==> src/rtl/palette_arbiter.sv <==
// palette_arbiter
// Shares a single-port palette RAM between the display read path (fixed
// latency, never stalled) and a host read/write port. The host is only
// granted cycles the display leaves free. Every RAM access pushes an owner
// tag into a shift register; when the tag reaches the tail, the RAM data is
// routed to the owner.
module palette_arbiter #(
  parameter int ADDR_W          = 8,
  parameter int DATA_W          = 24,
  parameter int RAM_LATENCY     = 2,
  parameter bit HOST_IN_VISIBLE = 1'b0
) (
  input  logic              clock,
  input  logic              reset,
  input  logic              visible_region,
  input  logic              pix_valid,
  input  logic [ADDR_W-1:0] pix_addr,
  output logic [DATA_W-1:0] pix_data,
  output logic              pix_data_valid,
  input  logic              host_req,
  input  logic              host_we,
  input  logic [ADDR_W-1:0] host_addr,
  input  logic [DATA_W-1:0] host_wdata,
  output logic              host_ack,
  output logic [DATA_W-1:0] host_rdata,
  output logic [ADDR_W-1:0] ram_addr,
  output logic [DATA_W-1:0] ram_wdata,
  output logic              ram_we,
  input  logic [DATA_W-1:0] ram_q
);

  // One slot for the ram_addr register plus one per RAM pipeline stage.
  localparam int DEPTH = 1 + RAM_LATENCY;

  typedef enum logic [1:0] {
    ST_IDLE      = 2'd0,
    ST_WRITE     = 2'd1,
    ST_READ_WAIT = 2'd2,
    ST_COOLDOWN  = 2'd3
  } state_t;

  typedef enum logic [1:0] {
    TAG_NONE = 2'd0,
    TAG_DISP = 2'd1,
    TAG_HOST = 2'd2
  } tag_t;

  state_t state_r;
  state_t state_next_s;
  tag_t   tag_r [DEPTH];
  tag_t   tag_in_s;
  tag_t   tail_s;
  logic   grant_s;
  logic   host_wr_s;
  logic   host_rd_s;

  assign tail_s = tag_r[DEPTH-1];

  // Grant decision, owner tag for this cycle's access, and host FSM next state.
  always_comb begin
    grant_s      = 1'b0;
    host_wr_s    = 1'b0;
    host_rd_s    = 1'b0;
    tag_in_s     = TAG_NONE;
    state_next_s = state_r;

    // The display always wins; the host only gets free IDLE cycles.
    if (state_r == ST_IDLE) begin
      grant_s = host_req && !pix_valid && (HOST_IN_VISIBLE || !visible_region);
    end else begin
      grant_s = 1'b0;
    end
    host_wr_s = grant_s && host_we;
    host_rd_s = grant_s && !host_we;

    if (host_rd_s) begin
      tag_in_s = TAG_HOST;
    end else if (pix_valid) begin
      tag_in_s = TAG_DISP;
    end else begin
      tag_in_s = TAG_NONE;
    end

    case (state_r)
      ST_IDLE: begin
        if (host_wr_s) begin
          state_next_s = ST_WRITE;
        end else if (host_rd_s) begin
          state_next_s = ST_READ_WAIT;
        end else begin
          state_next_s = ST_IDLE;
        end
      end
      ST_WRITE: state_next_s = ST_COOLDOWN;
      // host_ack is already high in this cycle, so the read is finished.
      ST_READ_WAIT: begin
        if (host_ack) begin
          state_next_s = ST_COOLDOWN;
        end else begin
          state_next_s = ST_READ_WAIT;
        end
      end
      ST_COOLDOWN: state_next_s = ST_IDLE;
      default:     state_next_s = ST_IDLE;
    endcase
  end

  // Host FSM state register.
  always_ff @(posedge clock) begin
    if (reset) begin
      state_r <= ST_IDLE;
    end else begin
      state_r <= state_next_s;
    end
  end

  // Owner tag pipeline; reset drops anything in flight.
  always_ff @(posedge clock) begin
    if (reset) begin
      for (int i = 0; i < DEPTH; i++) begin
        tag_r[i] <= TAG_NONE;
      end
    end else begin
      tag_r[0] <= tag_in_s;
      for (int i = 1; i < DEPTH; i++) begin
        tag_r[i] <= tag_r[i-1];
      end
    end
  end

  // RAM command register: a host grant or a display read, otherwise idle with the address held.
  always_ff @(posedge clock) begin
    if (reset) begin
      ram_addr  <= {ADDR_W{1'b0}};
      ram_wdata <= {DATA_W{1'b0}};
      ram_we    <= 1'b0;
    end else if (grant_s) begin
      ram_addr  <= host_addr;
      ram_wdata <= host_wdata;
      ram_we    <= host_we;
    end else if (pix_valid) begin
      ram_addr  <= pix_addr;
      ram_wdata <= ram_wdata;
      ram_we    <= 1'b0;
    end else begin
      ram_addr  <= ram_addr;
      ram_wdata <= ram_wdata;
      ram_we    <= 1'b0;
    end
  end

  // Deliver RAM data to the owner named by the tail tag.
  always_ff @(posedge clock) begin
    if (reset) begin
      pix_data       <= {DATA_W{1'b0}};
      pix_data_valid <= 1'b0;
      host_rdata     <= {DATA_W{1'b0}};
      host_ack       <= 1'b0;
    end else begin
      pix_data_valid <= (tail_s == TAG_DISP);
      host_ack       <= host_wr_s || (tail_s == TAG_HOST);
      if (tail_s == TAG_DISP) begin
        pix_data <= ram_q;
      end else begin
        pix_data <= pix_data;
      end
      if (tail_s == TAG_HOST) begin
        host_rdata <= ram_q;
      end else begin
        host_rdata <= host_rdata;
      end
    end
  end

endmodule

==> config.mk <==
export PLATFORM = sky130hd
export DESIGN_NAME = palette_arbiter
export DESIGN_NICKNAME = d
export VERILOG_FILES = /design/src/rtl/palette_arbiter.sv
export SDC_FILE = /design/constraint.sdc
export NUM_CORES = 1
export LEC_CHECK = 0
export ABC_AREA = 1
export BUFFER_PORTS_ARGS = -buffer_cell sky130_fd_sc_hd__buf_2
export CORE_ASPECT_RATIO = 1.75
export CORE_MARGIN = 10
export CORE_UTILIZATION = 46
export CTS_BUF_LIST = sky130_fd_sc_hd__clkbuf_4 sky130_fd_sc_hd__clkbuf_8
export DETAILED_ROUTE_END_ITERATION = 16
export GPL_ROUTABILITY_DRIVEN = 0
export GPL_TIMING_DRIVEN = 0
export PLACE_DENSITY_LB_ADDON = 0.08
export SETUP_SLACK_MARGIN = 0.3
export SLEW_MARGIN = 20
export SYNTH_ARGS = -nofsm -noshare
export SYNTH_HDL_FRONTEND = slang
export SYNTH_SLANG_ARGS = --single-unit
==> constraint.sdc <==
create_clock -name clock -period 1.7 [get_ports clock]
set_input_delay 0.34 -clock clock [delete_from_list [all_inputs] [get_ports clock]]
set_output_delay 0.34 -clock clock [all_outputs]
set_load 0.02 [all_outputs]
==> results of run 1 <==
[per-layer routing]
layer / GRT usage [%] / routed length, um / share of wire (%)
met1: 16.0 / 3550 / 37
met2: 29.4 / 5060 / 52
met3: 7.34 / 860 / 8.9
met4: 7.44 / 207 / 2.1
met5: 0 / 0 / 0
[cells by family after synthesis]
kind of cell               count (synthesis)  share of synthesized area, %
and+or+nand+nor                          209                          25.3
DFF                                       91                          53.4
AOI/OAI and AO/OA                         77                          13.6
buffers and inverters                     46                          6.64
adders and majority gates                  3                          1.10
[critical path, cell delays in order (launching register included)]
cell and delay (ns):
dfxtp_1 0.34, inv_1 0.09, ha_4 0.18, nand2_2 0.11, clkinv_4 0.10, nand2_8 0.11, inv_8 0.05, buf_12 0.14
nand2_2 0.06, a21oi_2 0.04
[flip-flops by register name, indices dropped and copies added (netlist names)]
register,count
host_ack,1
host_rdata,24
pix_data,24
pix_data_valid,1
ram_addr,8
ram_wdata,24
ram_we,1
state_r,2
tag_r,6
[how the worst max path moves through the flow]
stage	to	slack (ns)
floorplan	ram_wdata[0]	0.45
detailed placement	ram_addr[6]	0.17
global route	ram_wdata[23]	0.25
CTS	ram_wdata[0]	0.30
global placement	ram_addr[6]	0.21
finish	ram_wdata[0]	0.34
[synthesized netlist by cell type]
cell type	count	area share (%)
inv_4	1	0.18
o21bai_1	1	0.22
nor2_2	1	0.18
buf_1	2	0.22
nand2_4	1	0.33
a21oi_1	55	8.1
a21oi_2	20	5.1
nor2_4	1	0.33
dfxtp_1	91	53
buf_12	2	1.2
ha_1	3	1.1
nor2_1	32	3.5
nand3_1	8	1.2
buf_4	1	0.22
inv_2	2	0.22
nand2_2	21	3.8
inv_1	20	2.2
clkbuf_1	6	0.66
nand2_1	145	16
o21ai_0	1	0.15
buf_2	12	1.8
[repair_timing]
action / in CTS / in global routing
hold buffers: 0 / 0
cloned: 0 / 0
gates resized for setup: 6 / 10
endpoints found under the setup margin: 28 / 34
setup buffers: 0 / 1
[area by class of cell]
type,instances,area [sq um]
clock inverters,7,116
flip-flops and latches,91,1820
well taps,86,108
plain buffers,23,151
inverters,23,98.8
repair buffers,152,776
multi-input cells,289,1400
clock buffers,9,124
fillers,675,2640
[power groups by stage]
stage / Sequential [W] / Combinational (W) / Clock (W)
after floorplan: 0.00231 / 0.000170 / 0
after CTS: 0.00220 / 0.000422 / 0.00178
after global routing: 0.00221 / 0.000476 / 0.00186
after detailed placement: 0.00225 / 0.000416 / 0
after global placement: 0.00225 / 0.000412 / 0
final: 0.00220 / 0.000431 / 0.00173
[stage by stage]
stage / power, W / setup WS, ns / cells / util (%)
after detailed placement: 0.00267 / 0.171 / 663 / 59.1
after global routing: 0.00455 / 0.251 / 680 / 63.6
after CTS: 0.00441 / 0.300 / 679 / 62.7
after global placement: 0.00266 / 0.206 / 663 / 59.1
after floorplan: 0.00248 / 0.449 / 426 / -
final: 0.00436 / 0.343 / 680 / 63.6
==> reports/results.tsv, run 1 <==
metric	value	unit
hold_viol_final	0	
setup_viol	0	
grt_pass1_wl	15600	um
status	complete, no violations	
drive_above_1_share	39.6	%
num_antenna_cells	0	
min_to	ram_wdata[2]	
cellPowerDensity	949	mW/mm^2
drt.antenna.violating_nets	0	
htreeDepth	3	
fin_skew	0.00526	ns
rrSetupSlack	0.34	ns
antenna_found_initial	0	
yosysWarningCount	0	
hold_depth	3	
criticalPathCategory	reg -> reg	
min_from	host_wdata[2]	
vias	3267	
drc	0	
core	0.00723	sq mm
yosysSeqAreaShare	53.4	%
timing.rr.end	ram_wdata[0]	
crit_path_max_fanout	10	
netlist_area	0.00341	sq mm
ys_types	21	
fin_area	0.00460	sq mm
cts_tree	yes	
startpoint	state_r[0]	
p_int	0.00332	W
numCtsBuffers	9	
synth_fp_nets	499	
rsz0062_at_grt	yes	
ios	153	
power_frac_seq	50.5	%
clockPowerShare	39.6	%
drt_wl_total	9680	um
place_area	0.00428	sq mm
grt_pass1_vias	3433	
rows	41	
wl_per_cell	14.2	um
start_util	47.2	%
port_buffers	151	
slew_headroom	64.9	%
grt_usage	16.6	%
clock_sinks	91	
layout.nets	662	
r2r_cells	9	
hold_slack	0.212	ns
power_switching	0.00104	W
required	1.93	ns
syn_area_per_cell	8.01	sq um
grt_overflow	0	
r2r-start	state_r[0]	
fin_tns_setup	0	ns
worst_pin_slew	0.526	ns
slew_viol_final	0	
startpoint_type	register	
end_kind	register	
max_cap_viol_count	0	
cts-root-buf	clkbuf_8	
drtIter0Drc	132	
fp.dieW	85.1	um
period_needed	1.36	ns
max_freq	0.737	GHz
ys_ff_latch	91	
firstDrtPassIters	4	
place_hpwl	7640	um
hold_class	in -> reg	
clk_pin_slew	0.09	ns
grt_max_degree	16	
insertion_delay	0.36	ns
final_common_cell	buf_2	
vias_per_cell	4.80	
p_leak	2.10	nW
area_delta_synth_final	34.7	%
p_sw_share	23.8	%
peakVddDrop	568	uV
die_area	0.0114	sq mm
final_cell_mix	161 x buf_2, 144 x nand2_1, 90 x dfxtp_1	
clock_path_buffers	2	
min_period_over_period	79.8	%
arrival	1.58	ns
combPwrFrac	9.9	%
netlist_instances	426	
fp.dieH	134	um
No activity file was read; power rests on OpenSTA's default activity.
==> run 2: changes to the inputs <==
Settings changed: ABC_AREA 1 to 0, CORE_UTILIZATION 46 to 43.
Clock period 1.7 ns to 1.15 ns, I/O delays scaled along.
==> run 2 against run 1 <==
The run now ends with setup timing left. Highest routed layer unchanged. Setup slack lost 0.55 ns. Sequential share of layout area fell by 9.3 points. Flip-flop and latch count stayed put. Clock skew grew 0.0024 ns. Wire length rose by 43%. Design area is 39% higher. Power grew 55%. Maximum frequency grew 0.36%. Via count is 10% higher. Combinational power rose by 120%. First-iteration DRC count is 33% higher. Core utilization up 21 points.
==> reports/results.tsv, run 2 <==
metric	value	unit	change
final_cells	701		+3.1%
grt_max_degree	15		-1
clk_pin_slew	0.09	ns	about the same
synth_top_area_share	54.7	%	+1.3 points
hold_class	in -> reg		
hold_slack	0.0918	ns	-0.120 ns
hold_viol_final	0		unchanged
area_delta_synth_final	92.3	%	
synth_ff_type	dfxtp_1		
netlist_instances	390		-8.5%
violations	setup timing		
criticalPathCategory	reg -> reg		
die_area	0.0118	sq mm	+3.6%
num_antenna_cells	0		unchanged
fp.dieH	136	um	+1.9%
drt.antenna.violating_nets	0		unchanged
crit_path_max_fanout	10		unchanged
min_period_over_period	118	%	+38 points
multiInputGateArea	0.00191	sq mm	+36%
p_total	0.00675	W	+55%
final_cell_mix	98 x buf_6, 82 x dfxtp_2, 69 x buf_2		
drc	0		unchanged
nFillCells	406		-40%
status	finished, violations left		
cts_tree	yes		
ys_ff_latch	91		unchanged
synthTopCellsByCount	142 x nand2_1, 91 x dfxtp_1, 68 x a21oi_1, 14 x a21oi_2		
drt_wl_total	13800	um	+43%
layout_setup_ws	-0.202	ns	-0.545 ns
period_needed	1.35	ns	-0.00481 ns
numCtsBuffers	9		unchanged
clock_sinks	91		unchanged
yosysMostFrequentCell	nand2_1		
grt_pass1_wl	18300	um	+18%
grt_pass1_vias	3782		+10%
arrival	1.64	ns	+0.06 ns
grt_overflow	0		unchanged
synthTopCellsByArea	dfxtp_1 55%, nand2_1 16%, a21oi_1 10%		
yosysWarningCount	0		unchanged
rsz0062_at_grt	yes		
r2r-start	state_r[0]		
top_regs	host_rdata x24, pix_data x24, ram_wdata x24		
firstDrtPassIters	4		unchanged
rows	42		+2.4%
wl_per_cell	19.7	um	+38%
drive_above_1_share	79.4	%	+40 points
critical-path-slowest-cell	dfxtp_2		
ios	153		unchanged
dp_slack	-0.224	ns	-0.394 ns
ys_async_sr_fraction	0	%	unchanged
fin_skew	0.00767	ns	+0.00240 ns
vias	3610		+10%
cts-root-buf	clkbuf_8		
synth_edf_count	0		unchanged
core	0.00757	sq mm	+4.6%
yosysSeqAreaShare	54.7	%	+1.3 points
place_hpwl	7810	um	+2.2%
slew_headroom	47.3	%	-18 points
worstPathCellList	inv_2 -> ha_4 -> nor4bb_4 -> buf_6 -> buf_12 -> nand2_1 -> a21oi_2		
start_util	44.0	%	-3.1 points
setup_viol	37		+37
cellPowerDensity	1050	mW/mm^2	+11%
vias_per_cell	5.15		+7.2%
startpoint	state_r[0]		
p_leak	2.76	nW	+31%
worst_pin_slew	0.790	ns	+0.264 ns
dp_cells	629		-5.1%
ys_types	25		+19%
port_buffers	151		unchanged
htreeDepth	3		unchanged
min_from	host_wdata[14]		
yosys.area.top_type	dfxtp_1		
synth_fp_nets	463		-7.2%
max_cap_viol_count	0		unchanged
final_common_cell	buf_6		
slowest_delay	0.33	ns	about the same
layout.nets	681		+2.9%
insertion_delay	0.36	ns	about the same
syn_area_per_cell	8.55	sq um	+6.7%
peakVddDrop	966	uV	+70%
max_freq	0.740	GHz	+0.36%
drtIter0Drc	176		+33%
netlist_area	0.00333	sq mm	-2.3%
required	1.44	ns	-0.49 ns
place_area	0.00438	sq mm	+2.5%
end_kind	register		
slew_viol_final	0		unchanged
clock_path_buffers	2		unchanged
fin_area	0.00641	sq mm	+39%
startpoint_type	register		
fp.dieW	86.6	um	+1.7%
seq_area	0.00194	sq mm	+6.6%
antenna_found_initial	0		unchanged
grt_usage	19.6	%	+2.9 points
run 2: cell count changes in the layout (fill, tap and decap cells not counted), moves of 34 or more:
| cell | delta |
|---|---|
| buf_6 | +96 |
| buf_2 | -92 |
| dfxtp_1 | -86 |
| dfxtp_2 | +81 |
| nand2_1 | -76 |
| buf_4 | +41 |
| nand2_4 | +39 |
| a21oi_2 | +34 |
run 2: worst max-delay path: cells and delay by family (launching register included):
kind                     cells  cell delay (ns)
buffers and inverters        3             0.40
flip-flops                   1             0.33
AND/OR/NAND/NOR              2             0.29
AO/OA/AOI/OAI                1             0.11
adder cells (fa/ha/maj)      1             0.15
run 2: what timing repair did:
item,in CTS,in global routing
gates cloned,6,0
hold buffers,0,0
endpoints found under the hold margin,0,0
buffers inserted,20,30
gates resized for setup,360,80
setup endpoints to repair,169,169
pin swaps,63,37
run 2: per-layer routing:
metal | vias up | GRT usage (%) | wire length [um]
met5 | - | 0 | 0
met4 | 0 | 9.31 | 481
met3 | 38 | 7.49 | 911
met2 | 129 | 37.4 | 7830
met1 | 1738 | 16.9 | 4590
li1 | 1705 | - | -
run 2: area by class of cell:
type                    instances  area share (%)
plain buffers                  31            5.88
clock buffers                  12            2.48
clock inverters                 4            1.13
inverters                       4           0.234
multi-input cells             264            29.8
flip-flops and latches         91            30.3
well taps                      88            1.72
repair buffers                207            28.5
run 2: kinds of logic after synthesis:
family,count (synthesis),synth area share [%]
fa+ha+maj,3,1.13
compound gates,92,16.7
simple gates,169,21.2
buf+inv,35,6.31
flops,91,54.7
run 2: path summary, 6_finish.rpt:
kind                         to  slack (ns)  depth (start not counted)
setup / recovery  ram_wdata[22]       -0.20                          7
hold reg to reg     tag_r[0][4]        0.44                          1
hold / removal    ram_wdata[14]        0.09                          3
setup reg to reg  ram_wdata[22]       -0.20                          7
run 2: power breakdown:
group          switching [W]  total (W)  internal, W  leakage, nW
registers          0.0000558    0.00328      0.00323        0.781
clock network        0.00115    0.00251      0.00136        0.116
logic               0.000498   0.000951     0.000452         1.87
run 2: metrics by stage:
step           utilization [%]  setup TNS, ns
2_1_floorplan                -          -1.84
3_3_place_gp              57.9          -5.03
3_5_place_dp              57.9          -6.11
4_1_cts                   77.6          -5.56
5_1_grt                   84.7          -8.85
6_report                  84.7          -5.67
